File: src/rtl/mem_arbiter.sv
// Purpose: serializes the core's data and fetch requests onto one physical memory port and returns a joined response.
// Latency: the responses rise together 1 + (number of physical accesses * memory latency) cycles after the request is sampled in IDLE.
// Backpressure: the core holds its requests until the responses arrive; each physical request is held until pmem_resp; at least one IDLE cycle follows every RESP.
// Optional feature: define MEM_ARB_RMW_EN for word-only physical memory (partial-lane stores become read-modify-write).
module mem_arbiter (
  input  logic        clk,
  input  logic        reset_n,
  input  logic [15:0] mem_address,
  input  logic [15:0] mem_wdata,
  input  logic        mem_read,
  input  logic        mem_write,
  input  logic [1:0]  mem_byte_enable,
  output logic [15:0] mem_rdata,
  output logic        mem_resp,
  input  logic [15:0] imem_address,
  input  logic        imem_read,
  output logic [15:0] imem_rdata,
  output logic        imem_resp,
  output logic [15:0] pmem_address,
  output logic        pmem_read,
  output logic        pmem_write,
  output logic [15:0] pmem_wdata,
  output logic [1:0]  pmem_byte_enable,
  input  logic [15:0] pmem_rdata,
  input  logic        pmem_resp
);

  typedef enum logic [2:0] {
    IDLE     = 3'd0,
    D_ACC    = 3'd1,
    D_RMW_RD = 3'd2,
    D_RMW_WR = 3'd3,
    I_ACC    = 3'd4,
    RESP     = 3'd5
  } state_t;

  state_t state;
  logic   d_pend;
  logic   i_pend;
  logic   data_req;

  assign data_req = mem_read | mem_write;

`ifdef MEM_ARB_RMW_EN
  // Word read during D_RMW_RD, merged with the store lanes in D_RMW_WR.
  logic [15:0] rmw_word;
  logic [15:0] word_addr;
  logic [15:0] merged_word;
  logic        partial_wr;

  assign word_addr   = {mem_address[15:1], 1'b0};
  assign partial_wr  = mem_write && (mem_byte_enable != 2'b11);
  assign merged_word = {mem_byte_enable[1] ? mem_wdata[15:8] : rmw_word[15:8],
                        mem_byte_enable[0] ? mem_wdata[7:0]  : rmw_word[7:0]};
`endif

  // Sequencer: data access first, then fetch, then a one-cycle joined response.
  always_ff @(posedge clk) begin
    if (!reset_n) begin
      state      <= IDLE;
      d_pend     <= 1'b0;
      i_pend     <= 1'b0;
      mem_rdata  <= 16'h0000;
      imem_rdata <= 16'h0000;
      mem_resp   <= 1'b0;
      imem_resp  <= 1'b0;
`ifdef MEM_ARB_RMW_EN
      rmw_word   <= 16'h0000;
`endif
    end else begin
      // Responses are single-cycle pulses; they are only set on entry to RESP.
      mem_resp  <= 1'b0;
      imem_resp <= 1'b0;
      case (state)
        IDLE: begin
          if (data_req) begin
            d_pend <= 1'b1;
            i_pend <= imem_read;
`ifdef MEM_ARB_RMW_EN
            state  <= partial_wr ? D_RMW_RD : D_ACC;
`else
            state  <= D_ACC;
`endif
          end else if (imem_read) begin
            d_pend <= 1'b0;
            i_pend <= 1'b1;
            state  <= I_ACC;
          end
        end
        D_ACC: begin
          if (pmem_resp) begin
            if (mem_read) begin
              mem_rdata <= pmem_rdata;
            end
            if (i_pend) begin
              state <= I_ACC;
            end else begin
              state     <= RESP;
              mem_resp  <= d_pend;
              imem_resp <= i_pend;
            end
          end
        end
`ifdef MEM_ARB_RMW_EN
        D_RMW_RD: begin
          if (pmem_resp) begin
            rmw_word <= pmem_rdata;
            state    <= D_RMW_WR;
          end
        end
        D_RMW_WR: begin
          if (pmem_resp) begin
            if (i_pend) begin
              state <= I_ACC;
            end else begin
              state     <= RESP;
              mem_resp  <= d_pend;
              imem_resp <= i_pend;
            end
          end
        end
`endif
        I_ACC: begin
          if (pmem_resp) begin
            imem_rdata <= pmem_rdata;
            state      <= RESP;
            mem_resp   <= d_pend;
            imem_resp  <= i_pend;
          end
        end
        RESP: begin
          state <= IDLE;
        end
        default: begin
          state <= IDLE;
        end
      endcase
    end
  end

  // Physical port: decoded from the state and the core's held request inputs.
  always_comb begin
    pmem_address     = 16'h0000;
    pmem_read        = 1'b0;
    pmem_write       = 1'b0;
    pmem_wdata       = 16'h0000;
    pmem_byte_enable = 2'b00;
    case (state)
      D_ACC: begin
        pmem_address     = mem_address;
        pmem_read        = mem_read;
        pmem_write       = mem_write;
        pmem_wdata       = mem_wdata;
`ifdef MEM_ARB_RMW_EN
        pmem_byte_enable = 2'b11;
`else
        pmem_byte_enable = mem_byte_enable;
`endif
      end
`ifdef MEM_ARB_RMW_EN
      D_RMW_RD: begin
        pmem_address     = word_addr;
        pmem_read        = 1'b1;
        pmem_byte_enable = 2'b11;
      end
      D_RMW_WR: begin
        pmem_address     = word_addr;
        pmem_write       = 1'b1;
        pmem_wdata       = merged_word;
        pmem_byte_enable = 2'b11;
      end
`endif
      I_ACC: begin
        pmem_address     = imem_address;
        pmem_read        = 1'b1;
        pmem_byte_enable = 2'b11;
      end
      default: begin
        pmem_read  = 1'b0;
        pmem_write = 1'b0;
      end
    endcase
  end

endmodule

File: config.mk
export PLATFORM = sky130hd
export DESIGN_NAME = mem_arbiter
export DESIGN_NICKNAME = d
export VERILOG_FILES = /design/src/rtl/mem_arbiter.sv
export SDC_FILE = /design/constraint.sdc
export NUM_CORES = 1
export LEC_CHECK = 0
export CORE_ASPECT_RATIO = 0.5
export CORE_MARGIN = 10
export CORE_UTILIZATION = 37
export CTS_CLUSTER_DIAMETER = 200
export DETAILED_ROUTE_END_ITERATION = 6
export GPL_ROUTABILITY_DRIVEN = 0
export PLACE_DENSITY = 0.94
export SETUP_SLACK_MARGIN = 0.2
export SLEW_MARGIN = 5
export SYNTH_ARGS = -nofsm -noshare
export SYNTH_HDL_FRONTEND = slang
export SYNTH_SLANG_ARGS = --single-unit
File: constraint.sdc
create_clock -name clk -period 3 [get_ports clk]
set_clock_uncertainty 0.2 [all_clocks]
set_input_delay 0.6 -clock clk [delete_from_list [all_inputs] [get_ports clk]]
set_output_delay 0.6 -clock clk [all_outputs]
set_load 0.03 [all_outputs]
==> summary.md, run 1 <==
| Metric | Value |
|---|---|
| HP Start | imem_rdata[14]$_SDFFE_PN0P_ |
| Placement Rows | 18 |
| Max IR drop VDD | 0.3089 mV |
| Power Dens Cells | 624.5 nW/um^2 |
| Outcome | complete, no violations |
| Worst skew pair latency | 0.28 ns |
| DR vias/cell | 4.897 |
| Synth-to-Final Area Change | 76.39% |
| Arrival @ worst endpoint | 1.90 ns |
| Ant. Diodes | 0 |
| Post-route cell area | 3412 sq um |
| Mapped Cells | 242 |
| DR pass1 iterations | 4 |
| Setup TNS | 0 ns |
| Number of fill cells in the layout | 387 |
| Crit path from | state[2]$_SDFFE_PN0P_ |
| Routed len/inst | 17.12 um |
| DRC viols | 0 |
| Total Wirelength | 7.617 mm |
| Worst Setup End Kind | primary output |
| Setup ws final | 0.2971 ns |
| Count of cell types in the netlist | 28 |
| RSZ-0062 raised after global routing | false |
| Initial Util | 38.69% |
| Top post-synthesis cells by area | dfxtp_1 39%, nand2_1 14%, a21boi_0 11%, nor2b_1 6.5%, a22oi_1 6.2% |
| Post-Syn Area per Cell | 7.993 sq um |
| Peak Freq | 0.3700 GHz |
| First-pass GRT wire length | 11.76 mm |
| CORE AREA | 5000 sq um |
| Clock Path Buffers | 2 |
| Initial DRC count | 95 |
| Layout Nets | 452 |
| Sink Count | 38 |
| Clk slew on worst S/H paths | 0.07 ns |
| Share of layout cells above drive strength 1 | 7.467% |
| Setup CP Type | flip-flop to primary output |
| CTS Buf Count | 5 |
| Placed Area | 3364 sq um |
| Setup bufs post-CTS | 0 |
| Initial antenna violation count | 0 |
| Hold WC Path Type | flip-flop to flip-flop |
| Post-synthesis register bit count | 38 |
| Worst setup SP type | flip-flop |
| Layout Cells excl Fill | 445 |
| Vias in the first global route | 2,362 |
| TritonCTS clock tree | built |
| Die area | 8695 sq um |
| Via count | 2,179 |
| Minimum clock period | 2.703 ns |
| Maxcap violations | 0 |
| Fin. max-slew vios | 0 |
| CTS H-tree lvls | 2 |
| Worst R2R Start | state[2]$_SDFFE_PN0P_ |
| Hold_buf cts | 0 |
| Synth top area share | 39.33% |
| Final Hold Vio Count | 0 |
| Die Y | 71.13 um |
| Placed insts | 437 |
| YS warnings | 0 |
| PortBufs | 141 |
| Finish-stage setup viols | 0 |
| Synth area leader | dfxtp_1 |
| Worst Tran Pin Value | 0.6905 ns |
| Grt total ovfl | 0 |
| Leak | 1.373 nW |
| Syn nets | 320 |
| Pre-CTS WS | 0.05398 ns |
| Sequential area share after synthesis | 39.33% |
| Post-DRT Antenna Nets | 0 |
| Num ports | 142 |
| Rel. slew slack | 53.83% |
| CP max FO | 37 |
| Final period util | 90.10% |
| Req. time, crit path | 2.20 ns |
| Hpwl dp | 6.092 mm |
| Total power | 2.131 mW |
| Chip width | 122.3 um |
| Largest net degree at the start of global routing | 38 |
| GRT Total Usage | 16.60% |
| Mapped cell area | 1934 sq um |
| CTS Root Cell | clkbuf_8 |
[placed cells by master (no fill, tap or decap), types with 2 or more instances in the layout]
cell type        instances
a21oi_1                  6
clkdlybuf4s50_1        105
dfxtp_1                 38
dlymetal6s2s_1           4
a21boi_0                29
dlygate4sd2_1           15
buf_4                    6
a21boi_1                 5
clkdlybuf4s15_1          2
nand2_1                 70
ha_1                     4
nor2b_1                 20
a22oi_1                 16
and2_1                  18
clkbuf_8                 6
inv_1                    3
clkbuf_2                10
[cell usage after synthesis]
master and count:
buf_2 3, nand4_1 1, a41o_2 1, buf_4 3
nand3_1 1, a31oi_1 1, dfxtp_1 38, buf_1 1
a41o_1 1, nor2b_1 20, o21bai_1 1, and2_1 18
a22oi_1 16, nand2b_1 1, a21oi_1 6, clkbuf_1 10
a21boi_1 5, inv_1 3, nand2_1 70, a21boi_0 29
or4b_4 1, and4_1 1, clkbuf_2 1, ha_1 6
a21o_1 1, o21ai_0 1, and3_1 1, nor2_1 1
[critical path, stage by stage, from the launching register on]
cell           delay (ns)
dfxtp_1              0.37
inv_1                0.17
ha_1                 0.17
buf_4                0.30
and2_1               0.18
dlygate4sd2_1        0.43
[worst paths after layout]
check | cells past startpoint | slack (ns) | endpoint
max | 5 | 0.30 | pmem_wdata[4]
min | 2 | 0.26 | imem_rdata[14]$_SDFFE_PN0P_
max reg2reg | 6 | 1.02 | state[2]$_SDFFE_PN0P_
min reg2reg | 2 | 0.26 | imem_rdata[14]$_SDFFE_PN0P_
[logic make-up (layout without fill, tap and decap cells)]
kind of cell,count (synthesis),after routing,share of synthesized area (%)
adder cells (fa/ha/maj),6,6,3.881
flip-flops,38,38,39.33
AND/OR/NAND/NOR,115,115,28.46
buffers and inverters,21,154,4.915
AO/OA/AOI/OAI,62,62,23.42
[metal layers]
layer	track usage, %	up-vias	wire length [um]
met5	0	-	0
met4	6.104	0	121
met3	6.809	13	667
met2	32.72	89	4154
met1	14.89	1012	2673
li1	-	1065	-
[through the flow]
stage	hold WS (ns)	utilization, %
after floorplan	0.2275	-
after global placement	0.2438	67.29
after detailed placement	0.2584	67.29
after CTS	0.2686	68.74
after global routing	0.2892	68.24
final	0.2621	68.24
[cell type report]
cell class / instances / area (sq um) / share of cell area, %
multi-input cells: 183 / 1094 / 32.05
clock inverters: 1 / 5.005 / 0.1467
repair buffers: 143 / 1368 / 40.08
clock buffers: 7 / 86.33 / 2.530
inverters: 3 / 11.26 / 0.3300
well taps: 70 / 87.58 / 2.567
flip-flops and latches: 38 / 760.7 / 22.30
[power breakdown]
part | total (mW) | leakage [nW] | internal [mW] | switching [mW]
Combinational | 1.17 | 1.02 | 0.490 | 0.682
Clock | 0.355 | 0.0482 | 0.185 | 0.169
Sequential | 0.605 | 0.308 | 0.561 | 0.0437
Total | 2.13 | 1.37 | 1.24 | 0.895
[registers in the layout (all words and copies together), names as in the netlist]
name        cells
state           2
d_pend          1
i_pend          1
imem_rdata     16
mem_rdata      16
imem_resp       1
mem_resp        1
[repair_timing]
| item | in CTS | in global routing |
|---|---|---|
| setup endpoints to repair | 31 | 16 |
| pin swaps | 0 | 0 |
| resized for setup | 30 | 26 |
No activity file was read; power rests on OpenSTA's default activity.
==> inputs of run 2 (changes only) <==
Settings changed: CORE_UTILIZATION 37 to 33, PLACE_DENSITY 0.94 to 0.86.
==> summary.md, run 2 (same netlist as run 1, synthesis figures left out) <==
| Metric | Value |
|---|---|
| Outcome | complete, no violations |
| Maxcap violations | 0 |
| GRT Total Usage | 14.91% |
| Hold WS | 0.2489 ns |
| Setup ws final | 0.3378 ns |
| Hold path depth | 2 |
| Worst Setup End Kind | primary output |
| Layout Cells excl Fill | 451 |
| Peak Freq | 0.3756 GHz |
| TritonCTS clock tree | built |
| Finish-stage setup viols | 0 |
| Arrival @ worst endpoint | 1.86 ns |
| Rel. slew slack | 53.34% |
| Worst skew pair latency | 0.27 ns |
| Grt total ovfl | 0 |
| Reg power frac | 25.9% |
| Final period util | 88.74% |
| Hold_buf cts | 0 |
| Via count | 2,159 |
| CTS H-tree lvls | 2 |
| P_sw | 0.9177 mW |
| Hold WC Path Type | flip-flop to flip-flop |
| Synth-to-Final Area Change | 81.37% |
| Initial antenna violation count | 0 |
| PortBufs | 141 |
| Die area | 9510 sq um |
| Setup CP Type | input pin to primary output |
| Num ports | 142 |
| FF-to-FF path depth | 5 |
| RSZ-0062 raised after global routing | false |
| Worst Tran Pin Value | 0.6978 ns |
| Initial DRC count | 106 |
| CP max FO | 1 |
| Most frequent cells in the layout | 111 x clkdlybuf4s50_1, 70 x nand2_1, 38 x dfxtp_1 |
| CTS Buf Count | 5 |
| Vias in the first global route | 2,321 |
| Worst R2R Start | state[0]$_SDFFE_PN0P_ |
| Die Y | 74.14 um |
| Clk slew on worst S/H paths | 0.05 ns |
| Sw Ratio | 39.37% |
| DR pass1 iterations | 4 |
| Worst setup SP type | input pin |
| Placed insts | 443 |
| Clock share of power | 22.1% |
| CORE AREA | 5587 sq um |
| Largest net degree at the start of global routing | 25 |
| WHS Endpoint | mem_rdata[6]$_SDFFE_PN0P_ |
| Share of layout cells above drive strength 1 | 8.995% |
| HP Start | mem_rdata[6]$_SDFFE_PN0P_ |
| Number of fill cells in the layout | 456 |
| DRC viols | 0 |
| Leak | 1.346 nW |
| Placement Rows | 19 |
| Layout Nets | 455 |
| CTS Root Cell | clkbuf_16 |
| R2R setup slack | 1.03 ns |
| Setup bufs post-CTS | 0 |
| Final Hold Vio Count | 0 |
| Comb power frac | 52.0% |
| Post-DRT Antenna Nets | 0 |
| Internal power | 1.413 mW |
| DR vias/cell | 4.787 |
| Total power | 2.331 mW |
| Fin. max-slew vios | 0 |
| Leading cell type in the layout, fill and taps excluded | clkdlybuf4s50_1 |
| Routed len/inst | 16.62 um |
| Biggest regs | imem_rdata (16), mem_rdata (16), state (2) |
| Minimum clock period | 2.662 ns |
| Setup TNS | 0 ns |
| Max IR drop VDD | 0.3700 mV |
| First-pass GRT wire length | 11.59 mm |
| Reg-to-Reg End | imem_rdata[4]$_SDFFE_PN0P_ |
| Clock Path Buffers | 2 |
| Pre-CTS WS | 0.2580 ns |
| Req. time, crit path | 2.20 ns |
| Ant. Diodes | 0 |
| Hpwl dp | 6.015 mm |
| Chip width | 128.3 um |
| Sink Count | 38 |
| Initial Util | 34.62% |
| Power Dens Cells | 664.3 nW/um^2 |
| Total Wirelength | 7.496 mm |
run 2: changes by cell type in the layout (fill, tap and decap cells not counted), moves of 2 or more:
cell,delta
clkbuf_16,+5
clkbuf_2,-10
clkbuf_8,-5
clkdlybuf4s15_1,-2
buf_4,+15
clkdlybuf4s50_1,+6
dlygate4sd2_1,-3
dlymetal6s2s_1,-4
run 2: power by group through the flow:
stage | combinational, mW | sequential, mW | clock [mW]
after floorplan | 0.653 | 0.680 | 0
after global placement | 1.22 | 0.607 | 0
after detailed placement | 1.24 | 0.611 | 0
after CTS | 1.22 | 0.601 | 0.528
after global routing | 1.30 | 0.610 | 0.552
final | 1.21 | 0.603 | 0.516
run 2: per-stage QoR:
step / utilization [%] / instance area, sq um
2_1_floorplan: - / 1934
3_5_place_dp: 60.34 / 3371
6_report: 62.80 / 3508
4_1_cts: 62.71 / 3503
3_3_place_gp: 60.34 / 3371
5_1_grt: 62.80 / 3508
run 2: layer usage:
metal	vias up	share of wire, %	global-route usage (%)
met3	11	8.7	6.170
met4	0	1.4	4.218
met5	-	0	0
met1	1002	35	13.55
met2	76	55	30.23
li1	1070	-	-
run 2: critical path: stages:
cell and delay (ns):
clkdlybuf4s50_1 0.46, and2_1 0.12, clkdlybuf4s50_1 0.68
run 2: timing repair:
| item | 4_1_cts | 5_1_grt |
|---|---|---|
| endpoints found under the setup margin | 12 | 3 |
| resized for setup | 12 | 2 |
| pin swaps | 0 | 0 |
run 2: layout make-up:
cell class / instances / area, sq um / share of cell area (%)
multi-input combinational: 183 / 1084 / 30.88
clock buffer: 7 / 142.6 / 4.066
timing repair buffer: 146 / 1414 / 40.30
inverter: 3 / 11.26 / 0.3210
sequential: 38 / 760.7 / 21.68
tap: 73 / 91.34 / 2.603
clock inverter: 1 / 5.005 / 0.1427
run 2: how the worst max path moves through the flow:
stage                                from         endpoint  slack, ns  cells after the start
finish                       mem_wdata[0]    pmem_wdata[0]       0.34                      3
global route        state[2]$_SDFFE_PN0P_  pmem_address[5]       0.24                      7
CTS                 state[2]$_SDFFE_PN0P_  pmem_address[5]       0.21                      7
detailed placement        imem_address[0]  pmem_address[0]       0.26                      4
global placement          imem_address[0]  pmem_address[0]       0.26                      4
floorplan           state[2]$_SDFFE_PN0P_  pmem_address[7]       0.65                      6
